===== config.mk =====
export PLATFORM = sky130hd
export DESIGN_NAME = fetch_unit
export DESIGN_NICKNAME = d
export VERILOG_FILES = /design/src/rtl/rv32_pkg.sv /design/src/rtl/fetch_fifo.sv /design/src/rtl/fetch_unit.sv
export SDC_FILE = /design/constraint.sdc
export NUM_CORES = 1
export LEC_CHECK = 0
export ABC_CLOCK_PERIOD_IN_PS = 21200
export CAP_MARGIN = 30
export CORE_UTILIZATION = 50
export DETAILED_ROUTE_END_ITERATION = 10
export GPL_TIMING_DRIVEN = 0
export PLACE_DENSITY = 0.73
export SYNTH_ARGS = -nofsm -noshare
export SYNTH_HDL_FRONTEND = slang
export SYNTH_SLANG_ARGS = --single-unit
export TNS_END_PERCENT = 1

===== constraint.sdc =====
create_clock -name clk -period 21.2 [get_ports clk]
set_clock_uncertainty 0.2 [all_clocks]
set_input_delay 2.12 -clock clk [delete_from_list [all_inputs] [get_ports clk]]
set_output_delay 2.12 -clock clk [all_outputs]
set_load 0.005 [all_outputs]

===== src/rtl/rv32_pkg.sv =====
// rtl/rv32_pkg.sv - shared RV32I constants, fetch entry type and PC helper
//
// Purpose: common definitions imported by the fetch stage files.
// Ports: none (package).
package rv32_pkg;

  localparam int XLEN = 32;
  localparam logic [XLEN-1:0] NOP_INSTR = 32'h0000_0013;
  localparam logic [XLEN-1:0] RESET_PC_DEFAULT = 32'h0000_0000;

  typedef struct packed {
    logic [XLEN-1:0] instr;
    logic [XLEN-1:0] pc;
  } fetch_entry_t;

  function automatic logic [XLEN-1:0] pc_plus4(input logic [XLEN-1:0] pc);
    return pc + 32'd4;
  endfunction

endpackage


===== src/rtl/fetch_fifo.sv =====
// rtl/fetch_fifo.sv - synchronous FIFO with clear, count and push/pop at full
//
// Purpose: small in-order buffer used for prefetched instructions and for the
// outstanding-request address tags.
// Ports:
//   clk, rst        clock, asynchronous active-high reset
//   i_clr           synchronous clear (wins over push/pop)
//   i_push          write i_push_data (accepted when not full, or when popping)
//   i_push_data     entry to write
//   i_pop           drop the head entry (ignored when empty)
//   o_head          current head entry
//   o_count         number of entries held
module fetch_fifo #(
  parameter int WIDTH = 64,
  parameter int DEPTH = 2,
  localparam int AW = $clog2(DEPTH),
  localparam int CW = $clog2(DEPTH) + 1
) (
  input  logic             clk,
  input  logic             rst,
  input  logic             i_clr,
  input  logic             i_push,
  input  logic [WIDTH-1:0] i_push_data,
  input  logic             i_pop,
  output logic [WIDTH-1:0] o_head,
  output logic [CW-1:0]    o_count
);

  logic [WIDTH-1:0] r_mem [DEPTH];
  logic [AW-1:0]    r_rd_ptr;
  logic [AW-1:0]    r_wr_ptr;
  logic [CW-1:0]    r_count;
  logic             w_full;
  logic             w_empty;
  logic             w_do_push;
  logic             w_do_pop;

  assign w_empty   = (r_count == '0);
  assign w_full    = (r_count == CW'(DEPTH));
  assign w_do_pop  = i_pop & ~w_empty;
  // At full the slot being written is the one being read out this cycle.
  assign w_do_push = i_push & (~w_full | w_do_pop);

  // DEPTH is a power of two, so the pointers wrap naturally.
  always_ff @(posedge clk or posedge rst) begin
    if (rst) begin
      r_rd_ptr <= '0;
      r_wr_ptr <= '0;
      r_count  <= '0;
    end else if (i_clr) begin
      r_rd_ptr <= '0;
      r_wr_ptr <= '0;
      r_count  <= '0;
    end else begin
      if (w_do_push) r_wr_ptr <= r_wr_ptr + 1'b1;
      if (w_do_pop)  r_rd_ptr <= r_rd_ptr + 1'b1;
      r_count <= r_count + CW'(w_do_push) - CW'(w_do_pop);
    end
  end

  always_ff @(posedge clk) begin
    if (w_do_push & ~i_clr) r_mem[r_wr_ptr] <= i_push_data;
  end

  assign o_head  = r_mem[r_rd_ptr];
  assign o_count = r_count;

endmodule


===== src/rtl/fetch_unit.sv =====
// rtl/fetch_unit.sv - RV32I instruction fetch stage with prefetch FIFO and IF/ID register
//
// Purpose: owns the fetch PC, issues credit-limited requests to instruction
// memory, buffers in-order responses, drops stale responses after a redirect
// and drives the IF/ID register under StallF/StallD/FlushD.
// Optional build macro: FETCH_PERF_EN adds perf_fetch_cnt, perf_drop_cnt and
// perf_bubble_cnt outputs.
// Ports:
//   clk, rst                       clock, asynchronous active-high reset
//   StallF, StallD, FlushD         hazard controls
//   PCSrc, PCTargetE               redirect from EX
//   imem_req_valid/ready/addr      request channel
//   imem_rsp_valid/data            in-order response channel
//   InstrD, PCD, PCPlus4D, ValidD  IF/ID register
module fetch_unit import rv32_pkg::*; #(
  parameter logic [XLEN-1:0] RESET_PC   = RESET_PC_DEFAULT,
  parameter int              FIFO_DEPTH = 2
) (
  input  logic            clk,
  input  logic            rst,
  input  logic            StallF,
  input  logic            StallD,
  input  logic            FlushD,
  input  logic            PCSrc,
  input  logic [XLEN-1:0] PCTargetE,
  output logic            imem_req_valid,
  input  logic            imem_req_ready,
  output logic [XLEN-1:0] imem_req_addr,
  input  logic            imem_rsp_valid,
  input  logic [XLEN-1:0] imem_rsp_data,
  output logic [XLEN-1:0] InstrD,
  output logic [XLEN-1:0] PCD,
  output logic [XLEN-1:0] PCPlus4D,
  output logic            ValidD
`ifdef FETCH_PERF_EN
  ,
  output logic [31:0]     perf_fetch_cnt,
  output logic [31:0]     perf_drop_cnt,
  output logic [31:0]     perf_bubble_cnt
`endif
);

  localparam int CW = $clog2(FIFO_DEPTH) + 1;
  localparam int DW = 8;
  localparam logic [CW:0] LP_DEPTH = (CW+1)'(FIFO_DEPTH);

  logic [XLEN-1:0] r_pc;
  logic [DW-1:0]   r_drop_cnt;
  logic [CW-1:0]   w_fifo_count;
  logic [CW-1:0]   w_live_cnt;
  logic [XLEN-1:0] w_tag_head;
  fetch_entry_t    w_fifo_head;
  fetch_entry_t    w_fifo_in;
  logic            w_kill;
  logic            w_credit;
  logic            w_req_fire;
  logic            w_rsp_drop;
  logic            w_rsp_live;
  logic            w_rsp_keep;
  logic            w_advance;
  logic            w_fifo_pop;
  logic            w_fifo_push;
  logic            w_bypass;

  assign w_kill   = PCSrc | FlushD;
  // Buffered plus still-wanted in-flight entries may never exceed the FIFO.
  assign w_credit = ({1'b0, w_fifo_count} + {1'b0, w_live_cnt}) < LP_DEPTH;

  assign imem_req_valid = ~rst & ~StallF & ~PCSrc & w_credit;
  assign imem_req_addr  = r_pc;
  assign w_req_fire     = imem_req_valid & imem_req_ready;

  assign w_rsp_drop = imem_rsp_valid & (r_drop_cnt != '0);
  assign w_rsp_live = imem_rsp_valid & (r_drop_cnt == '0);
  // A live response landing in the redirect cycle is already stale.
  assign w_rsp_keep = w_rsp_live & ~PCSrc;

  assign w_advance   = ~w_kill & ~StallD;
  assign w_fifo_pop  = w_advance & (w_fifo_count != '0);
  assign w_bypass    = w_advance & (w_fifo_count == '0) & w_rsp_keep;
  assign w_fifo_push = w_rsp_keep & ~w_bypass;

  assign w_fifo_in.instr = imem_rsp_data;
  assign w_fifo_in.pc    = w_tag_head;

  // Tag queue: addresses of accepted requests whose responses are still
  // wanted; its occupancy is the live count.
  fetch_fifo #(.WIDTH(XLEN), .DEPTH(FIFO_DEPTH)) u_tag_q (
    .clk         (clk),
    .rst         (rst),
    .i_clr       (PCSrc),
    .i_push      (w_req_fire),
    .i_push_data (r_pc),
    .i_pop       (w_rsp_live),
    .o_head      (w_tag_head),
    .o_count     (w_live_cnt)
  );

  fetch_fifo #(.WIDTH($bits(fetch_entry_t)), .DEPTH(FIFO_DEPTH)) u_data_q (
    .clk         (clk),
    .rst         (rst),
    .i_clr       (PCSrc),
    .i_push      (w_fifo_push),
    .i_push_data (w_fifo_in),
    .i_pop       (w_fifo_pop),
    .o_head      (w_fifo_head),
    .o_count     (w_fifo_count)
  );

  always_ff @(posedge clk or posedge rst) begin
    if (rst) begin
      r_pc       <= RESET_PC;
      r_drop_cnt <= '0;
    end else if (PCSrc) begin
      r_pc <= PCTargetE;
      // Every in-flight response becomes stale; the one arriving now is consumed.
      r_drop_cnt <= r_drop_cnt + DW'(w_live_cnt) - DW'(imem_rsp_valid);
    end else begin
      if (w_req_fire) r_pc <= r_pc + 32'd4;
      if (w_rsp_drop) r_drop_cnt <= r_drop_cnt - 1'b1;
    end
  end

  always_ff @(posedge clk or posedge rst) begin
    if (rst) begin
      InstrD   <= NOP_INSTR;
      PCD      <= '0;
      PCPlus4D <= '0;
      ValidD   <= 1'b0;
    end else if (w_kill) begin
      InstrD   <= NOP_INSTR;
      PCD      <= '0;
      PCPlus4D <= '0;
      ValidD   <= 1'b0;
    end else if (!StallD) begin
      if (w_fifo_count != '0) begin
        InstrD   <= w_fifo_head.instr;
        PCD      <= w_fifo_head.pc;
        PCPlus4D <= pc_plus4(w_fifo_head.pc);
        ValidD   <= 1'b1;
      end else if (w_bypass) begin
        InstrD   <= imem_rsp_data;
        PCD      <= w_tag_head;
        PCPlus4D <= pc_plus4(w_tag_head);
        ValidD   <= 1'b1;
      end else begin
        InstrD   <= NOP_INSTR;
        PCD      <= '0;
        PCPlus4D <= '0;
        ValidD   <= 1'b0;
      end
    end
  end

`ifdef FETCH_PERF_EN
  logic w_load_bubble;
  assign w_load_bubble = w_kill | (w_advance & (w_fifo_count == '0) & ~w_rsp_keep);

  always_ff @(posedge clk or posedge rst) begin
    if (rst) begin
      perf_fetch_cnt  <= '0;
      perf_drop_cnt   <= '0;
      perf_bubble_cnt <= '0;
    end else begin
      if (w_rsp_keep)                   perf_fetch_cnt  <= perf_fetch_cnt + 32'd1;
      if (imem_rsp_valid & ~w_rsp_keep) perf_drop_cnt   <= perf_drop_cnt + 32'd1;
      if (w_load_bubble)                perf_bubble_cnt <= perf_bubble_cnt + 32'd1;
    end
  end
`endif

endmodule


==> flow_summary.toml, run 1 <==
[power_and_ir_drop]
p_leak_nw = 7.27
switching_share_pct = 23.7
switchingPower_mw = 0.373
p_int_mw = 1.20
power_mw = 1.57
cellPowerDensity_mw_per_mm2 = 81.1
pwr-share-clk_pct = 42.7
peakVddDrop_v = 0.0000725
combPwrFrac_pct = 11.1
p_seq_share_pct = 46.3

[synth]
yosysUniqueCellTypes = 72
synth_top_area_cell = "edfxtp_1"
postSynthAreaPerCell_sq_um = 12.6
synth_warnings = 0
synth_area_leaders = "edfxtp_1, dfrtp_1, mux2i_1, xnor2_1, a221o_1"
synth_fp_nets = 1326
synth.top_cell.area_share_pct = 37.4
synthCells = 1227
synth-seq-cells = 335
synthTopCellsByCount = "edfxtp_1, dfrtp_1, nand2_1"
ys_async_sr_fraction_pct = 42.7
synth_edf_count = 192
synth_area_sq_mm = 0.0154
ys_seq_area_share_pct = 60.6
synth_flop_cell = "edfxtp_1"
synth.most_common_cell = "edfxtp_1"

[setup_path]
regToRegSetupSlack_ns = 16.99
cpMaxStageDelayCell = "clkdlybuf4s50_1"
start_kind = "input port"
r2r_cells = 9
crit_top_cell = "clkdlybuf4s50_1"
crit_chain = "clkdlybuf4s50_1 > inv_1 > clkbuf_1 > and2_1 > clkdlybuf4s50_1"
critPathRequiredTime_ns = 18.88
critPathTopFamily = "buffers and inverters"
worstReg2RegEnd = "u_tag_q.r_mem[1][20]"
timing.rr.start = "u_data_q.o_count[0]"
arrival_ns = 3.99
slowest_delay_ns = 0.50
path_max_fanout = 10
crit_buf_inv = 4
worstSetupPathType = "in -> out"
cp-end-kind = "primary output"

[route]
drtIter0Drc = 966
vias = 11100
routedWlPerCell_microns = 21.7
vias_per_cell = 5.82
wl_microns = 41300
drc = 0
dr.pass1.iters = 5
ant_nets = 0

[die]
num_io_pins = 202
die-area_sq_mm = 0.0316
fp.dieH_microns = 178
coreArea_sq_mm = 0.0300
row_count = 63
initial_core_util_pct = 51.4
fp.dieW_microns = 178

[worst_hold_path]
hp-class = "reg -> reg"
whs_path_depth = 2
min_from = "InstrD[1]"
min_to = "InstrD[1]"

[cells_and_area]
layout-drive-gt1-share_pct = 9.80
seqCellArea_sq_mm = 0.00935
antennaDiodeCount = 0
multiInputGateArea_sq_mm = 0.00556
final_nets = 1579
area_growth_pct = 25.7
fill_cells = 2321

[timing]
fin_crit_ns = 6.31
worst_pin_slew_ns = 1.04
fin_crit_sh_pct = 29.8
finalSetupTns_ns = 0
drv_slew = 0
fin_ws_ns = 14.89
setup_viol = 0
hold_viol = 0
holdWs_ns = 0.278
rsz0062_at_grt = "false"
max_freq_ghz = 0.158
relSlewSlack_pct = 30.0

[clock_network]
cts.sink_count = 335
postCtsHoldBufs = 0
htreeDepth = 2
cts_root_buffer = "clkbuf_16"
cts_tree = "done"
clock_latency_ns = 0.52
cts_buffers = 38
cts.reportedPaths.clkPinSlew_ns = 0.06
cts_buffer_depth = 3
postCtsSetupBuffers = 0
cts-resized-gates = 0

[placed_design]
portBuffers = 201
place.gp.congestion = 0.878
dp_slack_ns = 14.90
dpl.hpwl_microns = 28900

[grt]
grt_max_degree = 79
grt_pass1_vias = 11000
antenna_found_initial = 0
gr-total-overflow = 0
grtUsageTotal_pct = 26.4
grt_pass1_wl_microns = 63200

[run_status]
outcome = "finished clean"

[run]
drv_cap = 0
==> placed cells by master, fill, tap and decap left out, drive strengths merged, types with 26 or more instances in the layout <==
cell type and instances:
a21oi 26, a221o 46, buf 35, clkbuf 94, clkdlybuf4s50 201, dfrtp 140, edfxtp 192, inv 61
mux2i 86, nand2 114, nand3 38, nand4 28, nor2 87, o21ai 51, o221ai 29, xnor2 53
==> per-layer routing <==
metal / global-route usage, % / part of all wire (%) / vias to the layer above / wire [microns]
met5: 0 / 0 / - / 0
met4: 8.94 / 2.5 / 0 / 1030
met3: 4.91 / 8.1 / 72 / 3350
met2: 41.7 / 46 / 481 / 19100
met1: 36.5 / 43 / 5408 / 17800
li1: - / - / 5106 / -
==> worst min-delay path: cells and delay by family, from the launching register on <==
kind / cells / cell delay (ns)
compound gates: 1 / 0.07
buf+inv: 1 / 0.04
flops: 1 / 0.36
==> power groups by stage <==
stage / Sequential (mW) / Combinational, mW / Clock [mW]
global route: 0.730 / 0.195 / 0.706
global placement: 0.739 / 0.165 / 0
detailed placement: 0.739 / 0.173 / 0
CTS: 0.727 / 0.175 / 0.678
floorplan: 0.734 / 0.112 / 0
finish: 0.727 / 0.174 / 0.671
==> through the flow <==
stage	cells	cell area, sq um	util (%)
2_1_floorplan	1227	15400	-
3_3_place_gp	1818	17900	59.7
3_5_place_dp	1830	18100	60.3
4_1_cts	1900	19400	64.6
5_1_grt	1900	19400	64.6
6_report	1900	19400	64.6
==> registers in the layout (all words and copies together), names as in the netlist, 2 cells and up <==
register	cells
imem_req_addr	32
PCPlus4D	30
InstrD	32
u_data_q.o_count	2
r_drop_cnt	8
u_tag_q.r_mem	64
PCD	32
u_tag_q.o_count	2
u_data_q.r_mem	128
==> layout make-up <==
| type | count | share of cell area (%) |
|---|---|---|
| sequential | 335 | 48.2 |
| multi-input combinational | 770 | 28.7 |
| timing repair buffer | 213 | 11.1 |
| clock buffer | 57 | 5.91 |
| tap | 390 | 2.52 |
| buffer | 61 | 1.65 |
| inverter | 61 | 1.21 |
| clock inverter | 13 | 0.761 |
==> worst max path at each step <==
stage | from | end | slack (ns) | cells past startpoint
floorplan | PCSrc | u_data_q.r_mem[0][0] | 11.55 | 4
global placement | PCSrc | u_data_q.r_mem[0][53] | 6.66 | 5
detailed placement | PCSrc | imem_req_valid | 14.90 | 5
CTS | PCSrc | imem_req_valid | 14.88 | 5
global route | PCSrc | imem_req_valid | 14.82 | 5
finish | PCSrc | imem_req_valid | 14.89 | 5
==> kinds of logic after synthesis <==
kind of cell	Yosys count	share of synthesized area, %
buf+inv	122	3.56
xor+xnor	72	4.09
mux	103	6.84
simple gates	341	11.2
compound gates	227	11.5
flops	335	60.6
fa+ha+maj	27	2.29
Note: power is estimated with default switching activity, not from simulation.
==> run 2: changes to the inputs <==
Settings changed: ABC_CLOCK_PERIOD_IN_PS 21200 to 6300.
Clock period 21.2 ns to 6.3 ns, I/O delays scaled along.
==> flow_summary.toml, run 2 (synthesized netlist as in run 1, its figures left out) <==
[run_status]
outcome = "finished clean"

[die]
fp.dieH_microns = 178
row_count = 63
die-area_sq_mm = 0.0316
coreArea_sq_mm = 0.0300
initial_core_util_pct = 51.4
num_io_pins = 202
fp.dieW_microns = 178

[placed_design]
dp_cells = 1826
dp_slack_ns = 1.85
dpl.hpwl_microns = 29100
place.gp.congestion = 0.900
dpl_cell_area_sq_mm = 0.0181
portBuffers = 201

[route]
dr.pass1.iters = 7
vias_per_cell = 5.92
wl_microns = 41000
drtIter0Drc = 872
vias = 11200
ant_nets = 0
drc = 0
routedWlPerCell_microns = 21.7

[timing]
hold_viol = 0
worst_pin_slew_ns = 0.978
fin_ws_ns = 2.08
fin_crit_ns = 4.22
holdWs_ns = 0.289
fin_crit_sh_pct = 67.0
drv_slew = 0
max_freq_ghz = 0.237
relSlewSlack_pct = 32.9
rsz0062_at_grt = "false"
setup_viol = 0

[clock_network]
cts.sink_count = 335
clock_latency_ns = 0.53
cts-resized-gates = 0
postCtsSetupBuffers = 0
postCtsHoldBufs = 0
cts_buffer_depth = 3
cts_buffers = 37
cts_tree = "done"
cts.reportedPaths.clkPinSlew_ns = 0.06
htreeDepth = 2
cts_root_buffer = "clkbuf_16"

[cells_and_area]
largest_register = "u_data_q.r_mem"
layout_common_cells = "clkdlybuf4s50_1, edfxtp_1, dfrtp_1"
layout-drive-gt1-share_pct = 8.84
fill_cells = 2334
final_common_cell = "clkdlybuf4s50_1"
final_nets = 1574
antennaDiodeCount = 0
area_growth_pct = 25.2
stdcell_count = 1894
largest_register_ffs = 128
reg.largest.list = "u_data_q.r_mem: 128 flops, u_tag_q.r_mem: 64 flops"
fin_area_sq_mm = 0.0193

[grt]
gr-total-overflow = 0
grt_pass1_wl_microns = 63800
grt_pass1_vias = 11200
antenna_found_initial = 0
grt_max_degree = 86
grtUsageTotal_pct = 26.6

[setup_path]
timing.rr.start = "u_data_q.o_count[0]"
worstSetupPathType = "reg -> reg"
setup.worst_path.start = "u_data_q.o_count[0]"
path_max_fanout = 32
arrival_ns = 4.16
start_kind = "flop"
critPathRequiredTime_ns = 6.24
cp-end-kind = "flop"

[power_and_ir_drop]
peakVddDrop_v = 0.000227
cellPowerDensity_mw_per_mm2 = 270
p_leak_nw = 7.21
power_mw = 5.22

[run]
drv_cap = 0

[worst_hold_path]
hp-class = "reg -> reg"
min_from = "InstrD[1]"
-- run 2: worst paths after layout --
kind / end / cells past startpoint / slack (ns)
hold / removal: InstrD[1] / 2 / 0.29
setup reg to reg: u_tag_q.r_mem[1][22] / 9 / 2.08
min in group asynchronous: r_drop_cnt[2] / 2 / 0.40
setup / recovery: u_tag_q.r_mem[1][22] / 9 / 2.08
hold reg to reg: InstrD[1] / 2 / 0.29
max in group asynchronous: InstrD[4] / 3 / 4.63
-- run 2: power breakdown --
part | switching (mW) | total (mW) | internal (mW)
clock network | 0.860 | 2.19 | 1.33
registers | 0.0655 | 2.45 | 2.38
logic | 0.313 | 0.583 | 0.271
total | 1.24 | 5.22 | 3.98
-- run 2: area by class of cell --
type	instances	area, sq um	area share (%)
plain buffers	61	320	1.66
clock inverters	18	180	0.932
flip-flops and latches	335	9350	48.4
repair buffers	209	2140	11.1
well taps	390	488	2.53
multi-input cells	770	5560	28.8
inverters	61	234	1.21
clock buffers	50	1050	5.43
-- run 2: routing by layer --
metal  track usage [%]  routed length [microns]  vias up
li1                  -                        -     5106
met1              36.7                    17700     5538
met2              42.1                    19100      494
met3              4.76                     3080       83
met4              9.62                     1150        0
met5                 0                        0        -
-- run 2: stage by stage --
stage	util, %	setup TNS [ns]
floorplan	-	0
global placement	59.7	-265.61
detailed placement	60.2	0
CTS	64.3	0
global route	64.3	0
finish	64.3	0
-- run 2: critical path, stage by stage (launching register included) --
cell and delay [ns]:
dfrtp_1 0.38, inv_1 0.09, nor2_1 0.13, fa_1 0.45
nor4_1 0.50, and3_1 0.23, clkbuf_1 0.27, clkbuf_1 0.46
o31ai_1 0.31, nor2_4 0.79
